## src/rtl/mpkt_pkg.sv

```systemverilog
// Shared definitions for the mesh packet input-buffer controller:
// packet-type encodings, coordinate widths, FSM state encoding and the
// helper that picks the first copy target of a multicast/broadcast.
package mpkt_pkg;

    localparam int unsigned COORD_W = 3;
    localparam int unsigned TGT_W   = 2 * COORD_W;

    typedef enum logic [1:0] {
        PKT_UNI   = 2'b00,
        PKT_COL   = 2'b01,
        PKT_ROW   = 2'b10,
        PKT_BCAST = 2'b11
    } pkt_type_e;

    typedef enum logic [1:0] {
        IDLE = 2'd0,
        HOLD = 2'd1,
        COPY = 2'd2
    } state_e;

    // Target is {y, x}; column sweeps y from 0, row sweeps x from 0,
    // broadcast sweeps every node starting at the origin.
    function automatic logic [TGT_W-1:0] first_tgt(input pkt_type_e typ,
                                                   input logic [TGT_W-1:0] tgt);
        logic [TGT_W-1:0] res;
        res = tgt;
        case (typ)
            PKT_COL:   res = {{COORD_W{1'b0}}, tgt[COORD_W-1:0]};
            PKT_ROW:   res = {tgt[TGT_W-1:COORD_W], {COORD_W{1'b0}}};
            PKT_BCAST: res = '0;
            default:   res = tgt;
        endcase
        return res;
    endfunction

endpackage

```

## src/rtl/mpkt_tgt_step.sv

```systemverilog
// Next copy target and final-copy detection for the expansion sweep.
// Pure combinational; coordinates wrap within their 3-bit fields.
module mpkt_tgt_step
    import mpkt_pkg::*;
(
    input  logic [TGT_W-1:0] cur_tgt,
    input  pkt_type_e        typ,
    output logic [TGT_W-1:0] nxt_tgt,
    output logic             is_final
);

    logic [COORD_W-1:0] cur_x;
    logic [COORD_W-1:0] cur_y;

    assign cur_x = cur_tgt[COORD_W-1:0];
    assign cur_y = cur_tgt[TGT_W-1:COORD_W];

    // Step along the sweep for the packet type and flag the last node
    always_comb begin
        nxt_tgt  = cur_tgt;
        is_final = 1'b1;
        case (typ)
            PKT_COL: begin
                nxt_tgt  = {cur_y + COORD_W'(1), cur_x};
                is_final = (cur_y == '1);
            end
            PKT_ROW: begin
                nxt_tgt  = {cur_y, cur_x + COORD_W'(1)};
                is_final = (cur_x == '1);
            end
            PKT_BCAST: begin
                nxt_tgt  = {(cur_x == '1) ? cur_y + COORD_W'(1) : cur_y,
                            cur_x + COORD_W'(1)};
                is_final = (cur_tgt == '1);
            end
            default: begin
                nxt_tgt  = cur_tgt;
                is_final = 1'b1;
            end
        endcase
    end

endmodule

```

## src/rtl/mpkt_ibuf_ctrl.sv

```systemverilog
// Input-buffer controller: accepts one packet at a time from port A and
// either forwards it unchanged (HOLD) or expands a multicast/broadcast into
// unicast copies (COPY), steering around a faulty node. Unicasts addressed
// to the faulty node are dropped.
// Optional feature: define MPKT_SKIP_CNT_EN to add the saturating skip_cnt
// output counting dropped unicasts and skipped copies.
module mpkt_ibuf_ctrl
    import mpkt_pkg::*;
#(
    parameter int unsigned DW = 32
) (
    input  logic          clk,
    input  logic          rst_n,
    input  logic          in_vld,
    output logic          in_rdy,
    input  logic [1:0]    in_type,
    input  logic [5:0]    in_tgt,
    input  logic [DW-1:0] in_data,
    input  logic          pg_en,
    input  logic [5:0]    pg_node,
    output logic          out_vld,
    input  logic          out_rdy,
    output logic [1:0]    out_type,
    output logic [5:0]    out_tgt,
    output logic [DW-1:0] out_data,
    output logic          busy
`ifdef MPKT_SKIP_CNT_EN
    ,
    output logic [15:0]   skip_cnt
`endif
);

    state_e            state_q, state_d;
    pkt_type_e         typ_q, typ_d;
    logic [TGT_W-1:0]  pg_node_q, pg_node_d;
    logic              out_vld_d;
    logic [1:0]        out_type_d;
    logic [TGT_W-1:0]  out_tgt_d;
    logic [DW-1:0]     out_data_d;

    pkt_type_e         in_pkt;
    logic              out_hs;
    logic              copy_step;
    logic              last_go;
    logic              accept;
    logic              is_drop;
    logic              is_copy;
    logic [TGT_W-1:0]  start_tgt;
    logic [TGT_W-1:0]  step_nxt;
    logic              step_final;

    mpkt_tgt_step u_tgt_step (
        .cur_tgt  (out_tgt),
        .typ      (typ_q),
        .nxt_tgt  (step_nxt),
        .is_final (step_final)
    );

    // Handshake decode; a copy slot is consumed by a handshake or by a skip
    // (out_vld low in COPY), which is what lets in_rdy rise on a skipped final
    always_comb begin
        in_pkt    = pkt_type_e'(in_type);
        out_hs    = out_vld & out_rdy;
        copy_step = (state_q == COPY) & (out_hs | ~out_vld);
        last_go   = ((state_q == HOLD) & out_hs) | (copy_step & step_final);
        in_rdy    = (state_q == IDLE) | last_go;
        accept    = in_vld & in_rdy;
        is_drop   = pg_en & (in_pkt == PKT_UNI) & (in_tgt == pg_node);
        is_copy   = pg_en & (in_pkt != PKT_UNI);
        start_tgt = first_tgt(in_pkt, in_tgt);
        busy      = (state_q != IDLE);
    end

    // Next-state and next-beat computation; an acceptance overrides the
    // retirement of the current packet so back-to-back packets see no bubble
    always_comb begin
        state_d    = state_q;
        typ_d      = typ_q;
        pg_node_d  = pg_node_q;
        out_vld_d  = out_vld;
        out_type_d = out_type;
        out_tgt_d  = out_tgt;
        out_data_d = out_data;
        case (state_q)
            IDLE: ;
            HOLD: begin
                if (out_hs) begin
                    state_d   = IDLE;
                    out_vld_d = 1'b0;
                end
            end
            COPY: begin
                if (copy_step) begin
                    if (step_final) begin
                        state_d   = IDLE;
                        out_vld_d = 1'b0;
                    end else begin
                        out_tgt_d = step_nxt;
                        out_vld_d = (step_nxt != pg_node_q);
                    end
                end
            end
            default: begin
                state_d   = IDLE;
                out_vld_d = 1'b0;
            end
        endcase
        if (accept) begin
            typ_d     = in_pkt;
            pg_node_d = pg_node;
            if (is_drop) begin
                state_d   = IDLE;
                out_vld_d = 1'b0;
            end else if (is_copy) begin
                state_d    = COPY;
                out_type_d = PKT_UNI;
                out_tgt_d  = start_tgt;
                out_data_d = in_data;
                out_vld_d  = (start_tgt != pg_node);
            end else begin
                state_d    = HOLD;
                out_type_d = in_type;
                out_tgt_d  = in_tgt;
                out_data_d = in_data;
                out_vld_d  = 1'b1;
            end
        end
    end

    // State, presented beat and per-packet latched context
    always_ff @(posedge clk or negedge rst_n) begin
        if (!rst_n) begin
            state_q   <= IDLE;
            typ_q     <= PKT_UNI;
            pg_node_q <= '0;
            out_vld   <= 1'b0;
            out_type  <= '0;
            out_tgt   <= '0;
            out_data  <= '0;
        end else begin
            state_q   <= state_d;
            typ_q     <= typ_d;
            pg_node_q <= pg_node_d;
            out_vld   <= out_vld_d;
            out_type  <= out_type_d;
            out_tgt   <= out_tgt_d;
            out_data  <= out_data_d;
        end
    end

`ifdef MPKT_SKIP_CNT_EN
    logic        drop_evt;
    logic        skip_evt;
    logic [16:0] skip_sum;

    // A dropped unicast and a skipped final copy can coincide, so up to two
    // events are added per cycle before saturating
    always_comb begin
        drop_evt = accept & is_drop;
        skip_evt = (state_q == COPY) & ~out_vld;
        skip_sum = {1'b0, skip_cnt} + {16'd0, drop_evt} + {16'd0, skip_evt};
    end

    // Saturating skip counter
    always_ff @(posedge clk or negedge rst_n) begin
        if (!rst_n) begin
            skip_cnt <= '0;
        end else begin
            skip_cnt <= skip_sum[16] ? 16'hFFFF : skip_sum[15:0];
        end
    end
`endif

endmodule

```

## config.mk

```make
export PLATFORM = sky130hd
export DESIGN_NAME = mpkt_ibuf_ctrl
export DESIGN_NICKNAME = d
export VERILOG_FILES = /design/src/rtl/mpkt_pkg.sv /design/src/rtl/mpkt_tgt_step.sv /design/src/rtl/mpkt_ibuf_ctrl.sv
export SDC_FILE = /design/constraint.sdc
export NUM_CORES = 1
export LEC_CHECK = 0
export CAP_MARGIN = 20
export CORE_MARGIN = 2
export CORE_UTILIZATION = 45
export CTS_CLUSTER_SIZE = 8
export DETAILED_ROUTE_END_ITERATION = 10
export HOLD_SLACK_MARGIN = 0.08
export PLACE_DENSITY = 0.84
export SLEW_MARGIN = 30
export SYNTH_ARGS = -nofsm -noshare
export SYNTH_HDL_FRONTEND = slang
export SYNTH_SLANG_ARGS = --single-unit
```

## constraint.sdc

```tcl
create_clock -name clk -period 2.7 [get_ports clk]
set_input_delay 0.54 -clock clk [delete_from_list [all_inputs] [get_ports clk]]
set_output_delay 0.54 -clock clk [all_outputs]
set_load 0.02 [all_outputs]
```

==> results of run 1 <==
## logic make-up (layout without fill, tap and decap cells)
kind of cell,Yosys count,after routing,share of synthesized area [%]
mux,55,55,27.4
fa+ha+maj,4,4,1.88
flops,51,51,47.9
compound gates,19,19,5.26
simple gates,41,41,8.07
buf+inv,17,128,4.97
xor+xnor,14,14,4.60
## registers in the layout (all words and copies together) (netlist names)
register   flops
out_data      32
out_tgt        6
pg_node_q      6
out_type       2
state_q        2
typ_q          2
out_vld        1
## per-layer routing
layer	part of all wire, %	vias up	GRT usage (%)
li1	-	925	-
met5	0	-	0
met4	1.6	0	7.12
met1	45	944	23.6
met2	47	67	31.5
met3	6.4	8	5.11
## how the worst max path moves through the flow
stage	start	endpoint	slack (ps)	depth (start not counted)
detailed placement	pg_node[3]	out_data[19]$_DFFE_PN0P_	-40	8
global route	out_tgt[1]$_DFF_PN0_	out_tgt[5]$_DFF_PN0_	110	10
CTS	out_tgt[1]$_DFF_PN0_	in_rdy	90	7
floorplan	out_tgt[0]$_DFF_PN0_	out_data[31]$_DFFE_PN0P_	320	10
global placement	pg_node[3]	out_data[14]$_DFFE_PN0P_	-10	8
finish	pg_node[3]	out_data[8]$_DFFE_PN0P_	250	8
## metrics by stage
step / total power, uW / hold slack (ps) / setup slack (ps) / instance area, sq um / utilization [%]
5_1_grt: 4620 / 217 / 112 / 3840 / 66.0
4_1_cts: 4410 / 211 / 94.8 / 3840 / 66.0
2_1_floorplan: 2940 / 244 / 324 / 2670 / -
6_report: 4360 / 206 / 254 / 3840 / 66.0
3_5_place_dp: 3930 / 492 / -44.7 / 3740 / 64.4
3_3_place_gp: 3860 / 496 / -11.9 / 3740 / 64.4
## power by group
part,total [uW],switching [uW],leakage [uW],internal (uW)
combinational,2460,1060,0.00106,1410
clock,467,257,0.0000474,210
sequential,1430,289,0.000604,1150
## cells in the mapped netlist (all sizes together)
| library cell | count | area, sq um |
|---|---|---|
| nand2 | 11 | 41.3 |
| and2 | 1 | 8.76 |
| nor2b | 2 | 12.5 |
| nor4 | 1 | 6.26 |
| nand3 | 4 | 20.0 |
| or4 | 1 | 7.51 |
| inv | 10 | 37.5 |
| nand4b | 1 | 8.76 |
| a222oi | 1 | 10.0 |
| mux2 | 44 | 619 |
| and4 | 1 | 8.76 |
| a31oi | 1 | 6.26 |
| nor3b | 1 | 7.51 |
| nand4 | 1 | 6.26 |
| a22oi | 1 | 7.51 |
| o221ai | 1 | 8.76 |
| nor3 | 3 | 15.0 |
| o32ai | 1 | 16.3 |
| o211ai | 1 | 7.51 |
| xor2 | 9 | 78.8 |
| a2111oi | 1 | 8.76 |
| a22o | 2 | 17.5 |
| o22ai | 2 | 12.5 |
| a21boi | 2 | 15.0 |
| xnor2 | 5 | 43.8 |
| o21ai | 5 | 25.0 |
| nand2b | 4 | 25.0 |
| mux2i | 11 | 110 |
| dfrtp | 51 | 1280 |
| ha | 4 | 50.1 |
| or2 | 1 | 6.26 |
| and2b | 2 | 15.0 |
| nor2 | 7 | 26.3 |
| clkbuf | 1 | 3.75 |
| buf | 6 | 91.3 |
| a21oi | 1 | 5.00 |
## cell type report
type	instances	area, sq um	share of cell area, %
clock buffers	6	82.6	2.15
clock inverters	2	16.3	0.424
inverters	10	37.5	0.978
multi-input cells	133	1260	32.8
flip-flops and latches	51	1280	33.3
well taps	75	93.8	2.45
repair buffers	110	1070	28.0
## timing repair
action | CTS | global route
setup endpoints to repair | 1 | 1
endpoints found under the hold margin | 0 | 0
gates resized for setup | 1 | 2
==> flow_metrics.py, run 1 <==
metrics = {
    "floorplan": {
        "dieArea_sq_um": 6560,
        "die_y_um": 81.0,
        "ioPinCount": 94,
        "dieWidth_um": 81.0,
        "initial_core_util_pct": 45.8,
        "rows": 28,
        "coreArea_sq_um": 5820,
    },
    "sta": {
        "fin_crit_ps": 2450,
        "finalHoldViolCount": 0,
        "slew_viol_final": 0,
        "tightest_slew_ps": 542,
        "rsz0062_at_grt": "false",
        "skew_ps": 11.6,
        "fin_crit_sh_pct": 90.6,
        "fmax_mhz": 409,
        "setup_viol": 0,
        "slew_headroom_pct": 63.9,
        "setup_tns_ps": 0,
    },
    "worst_setup_path": {
        "timing.rr.start": "out_tgt[1]$_DFF_PN0_",
        "regToRegEndpoint": "out_data[5]$_DFFE_PN0P_",
        "rrSetupSlack_ps": 280,
        "critPathTopFamily": "simple AND/OR/NAND/NOR gates",
        "critical_path.max_fanout": 6,
        "critPathKind": "in -> reg",
        "ff2ff_path_depth": 9,
        "crit_path_start_kind": "input port",
        "worst_path_max_delay_cell": "clkdlybuf4s50_1",
        "cp_cell_sequence": "clkdlybuf4s50_1 > xnor2_1 > o221ai_1 > nand4b_1 > or4_1 > and2_4 > buf_4 > mux2_4",
        "end_kind": "flip-flop",
        "crit_buf_inv": 2,
        "crit_arrival_ps": 2640,
        "cp.required_ps": 2890,
        "max_stage_delay_ps": 500,
    },
    "detailed_routing": {
        "drt_pass1_iterations": 4,
        "viasPerCell": 5.02,
        "wl_per_cell_um": 15.3,
        "vias": 1944,
        "dr.first_iter.drc_count": 33,
        "routed_wl_mm": 5.94,
        "drc_errors": 0,
        "ant_nets": 0,
    },
    "final_layout": {
        "fillers": 477,
        "drive_gt1_share_pct": 23.7,
        "layout_common_cells": "clkdlybuf4s50_1 (91), dfrtp_1 (51), mux2_4 (33)",
        "stdcell_count": 387,
        "fin_nets": 366,
        "final_common_cell": "clkdlybuf4s50_1",
        "area_growth_pct": 43.9,
        "antenna_cells": 0,
    },
    "power": {
        "peakVddDrop_mv": 0.519,
        "leakage_uw": 0.00171,
        "power.density_nw_per_um2": 1140,
    },
    "clocking": {
        "cts_inserted_buffers": 5,
        "root_buffer": "clkbuf_8",
        "cts-hold-fix-buffers": 0,
        "cts_tree": "built",
        "ctsLongestPathBuffers": 2,
        "clock-sinks": 51,
        "clkTransAtPathRegs_ps": 100,
        "insertion_delay_ps": 310,
        "htree_levels": 2,
        "post_cts_buffers": 0,
    },
    "global_route": {
        "grt_pass1_wl_mm": 9.29,
        "grt_util_all_layers_pct": 18.9,
        "grt-ovfl-total": 0,
        "antenna_found_initial": 0,
        "grt_max_degree": 31,
        "grt_pass1_vias": 1948,
    },
    "placement": {
        "port_buffers": 93,
        "gp_congestion": 0.945,
        "dp.cells": 379,
        "hpwlAfterDp_mm": 4.63,
    },
    "yosys": {
        "syn_inst": 201,
        "yosys.cell_types.count": 40,
        "ys_seq_area_share_pct": 47.9,
        "ys_ff_latch": 51,
        "syn_nets": 256,
        "synth.avg_cell_area_sq_um": 13.3,
        "synth_area_sq_um": 2670,
        "synth.yosys.warnings": 0,
    },
    "hold_path": {
        "hp-class": "in -> async",
    },
    "run_status": {
        "outcome": "finished, final reports clean",
    },
    "flow_run": {
        "maxCapViolCount": 0,
    },
}
Note: power is estimated with default switching activity, not from simulation.
==> inputs of run 2 (changes only) <==
- CAP_MARGIN: 20 -> unset
- CORE_UTILIZATION: 45 -> 40
- CTS_CLUSTER_SIZE: 8 -> unset
- PLACE_DENSITY: 0.84 -> 0.76
==> flow_metrics.py, run 2 (same netlist as run 1, synthesis figures left out) <==
metrics = {
    "hold_path": {
        "hp-class": "in -> async",
    },
    "power": {
        "total_power_uw": 4400,
        "peakVddDrop_mv": 0.715,
        "power.density_nw_per_um2": 1150,
        "leakage_uw": 0.00171,
    },
    "worst_setup_path": {
        "critPathKind": "reg -> reg",
        "timing.rr.start": "out_tgt[1]$_DFF_PN0_",
        "cp.required_ps": 2900,
        "critical_path.max_fanout": 14,
        "ff2ff_path_depth": 9,
        "rrSetupSlack_ps": 250,
        "end_kind": "flip-flop",
        "crit_arrival_ps": 2650,
        "crit_path_start_kind": "flip-flop",
        "regToRegEndpoint": "out_data[13]$_DFFE_PN0P_",
    },
    "sta": {
        "setup_ws_ps": 248,
        "rsz0062_at_grt": "false",
        "fin_crit_ps": 2450,
        "skew_ps": 7.79,
        "setup_viol": 0,
        "finalHoldViolCount": 0,
        "slew_headroom_pct": 66.0,
        "fin_crit_sh_pct": 90.8,
        "slew_viol_final": 0,
        "fmax_mhz": 408,
        "tightest_slew_ps": 506,
    },
    "clocking": {
        "clock-sinks": 51,
        "insertion_delay_ps": 310,
        "cts_inserted_buffers": 5,
        "root_buffer": "clkbuf_8",
        "htree_levels": 2,
        "ctsLongestPathBuffers": 2,
        "post_cts_buffers": 0,
        "cts_tree": "built",
        "clkTransAtPathRegs_ps": 100,
    },
    "final_layout": {
        "final_core_util_pct": 60.0,
        "regMostFlops": "out_data",
        "antenna_cells": 0,
        "fillers": 541,
        "final_common_cell": "clkdlybuf4s50_1",
        "fin_nets": 364,
        "drive_gt1_share_pct": 23.2,
        "area_growth_pct": 43.8,
        "multi_input_area_sq_um": 1260,
        "largest_reg_flops": 32,
        "register_area_sq_um": 1280,
        "layout_common_cells": "clkdlybuf4s50_1 (91), dfrtp_1 (51), mux2_4 (33)",
        "reg_top3": "out_data x32, out_tgt x6, pg_node_q x6",
    },
    "detailed_routing": {
        "dr.first_iter.drc_count": 96,
        "ant_nets": 0,
        "viasPerCell": 4.99,
        "vias": 1930,
        "drt_pass1_iterations": 4,
        "drc_errors": 0,
        "routed_wl_mm": 6.16,
        "wl_per_cell_um": 15.9,
    },
    "global_route": {
        "antenna_found_initial": 0,
        "grt_max_degree": 32,
        "grt_pass1_vias": 2048,
        "grt-ovfl-total": 0,
        "grt_pass1_wl_mm": 10.2,
        "grt_util_all_layers_pct": 17.4,
    },
    "placement": {
        "gp_congestion": 0.810,
        "pre_cts_slack_ps": -39.0,
        "hpwlAfterDp_mm": 4.83,
        "port_buffers": 93,
    },
    "floorplan": {
        "ioPinCount": 94,
        "die_y_um": 85.6,
        "initial_core_util_pct": 41.8,
        "dieArea_sq_um": 7340,
        "dieWidth_um": 85.6,
        "coreArea_sq_um": 6390,
        "rows": 29,
    },
    "flow_run": {
        "maxCapViolCount": 0,
    },
    "run_status": {
        "outcome": "finished, final reports clean",
    },
}
==> run 2: layout make-up <==
type                    count  share of cell area [%]
flip-flops and latches     51                    33.3
multi-input cells         133                    32.8
repair buffers            108                    27.9
well taps                  77                    2.51
clock buffers               5                    1.80
inverters                  10                   0.979
clock inverters             3                   0.685
==> run 2: per-stage QoR <==
stage,instance area (sq um),setup TNS (ps),cells,hold slack (ps)
after floorplan,2670,0,201,244
after global placement,3740,0,379,488
after detailed placement,3740,-819,379,494
after CTS,3840,0,387,191
after global routing,3830,0,387,211
final,3830,0,387,183
==> run 2: timing repair <==
item / in CTS / in global routing
setup endpoints to repair: 1 / 1
gates resized for setup: 1 / 2
hold buffers: 0 / 0
==> run 2: layer usage <==
layer  vias to the layer above  wire (um)  part of all wire, %  GRT usage (%)
met5                         -          0                    0              0
met4                         0         53                 0.86           4.18
met1                       942       2670                   43           23.2
met2                        64       3110                   51           29.6
met3                         5        322                  5.2           3.18
li1                        919          -                    -              -
==> run 2: how the worst max path moves through the flow <==
stage	from	end	slack, ps
detailed placement	in_tgt[3]	out_data[18]$_DFFE_PN0P_	-40
CTS	out_tgt[1]$_DFF_PN0_	in_rdy	120
finish	out_tgt[1]$_DFF_PN0_	out_data[13]$_DFFE_PN0P_	250
global route	out_tgt[1]$_DFF_PN0_	out_data[14]$_DFFE_PN0P_	90
floorplan	out_tgt[0]$_DFF_PN0_	out_data[31]$_DFFE_PN0P_	320
global placement	in_tgt[3]	out_data[16]$_DFFE_PN0P_	20
==> run 2: critical path, cell delays in order, from the launching register on <==
cell and delay (ps):
dfrtp_1 430, ha_1 200, ha_1 170, nand2b_1 60, a21oi_1 170, and2b_1 220, o32ai_2 350, and2_4 270
buf_12 170, mux2_4 310
==> run 2: report_power, final <==
group / internal [uW] / switching, uW
combinational: 1420 / 1080
clock: 191 / 267
sequential: 1150 / 298
total: 2750 / 1640
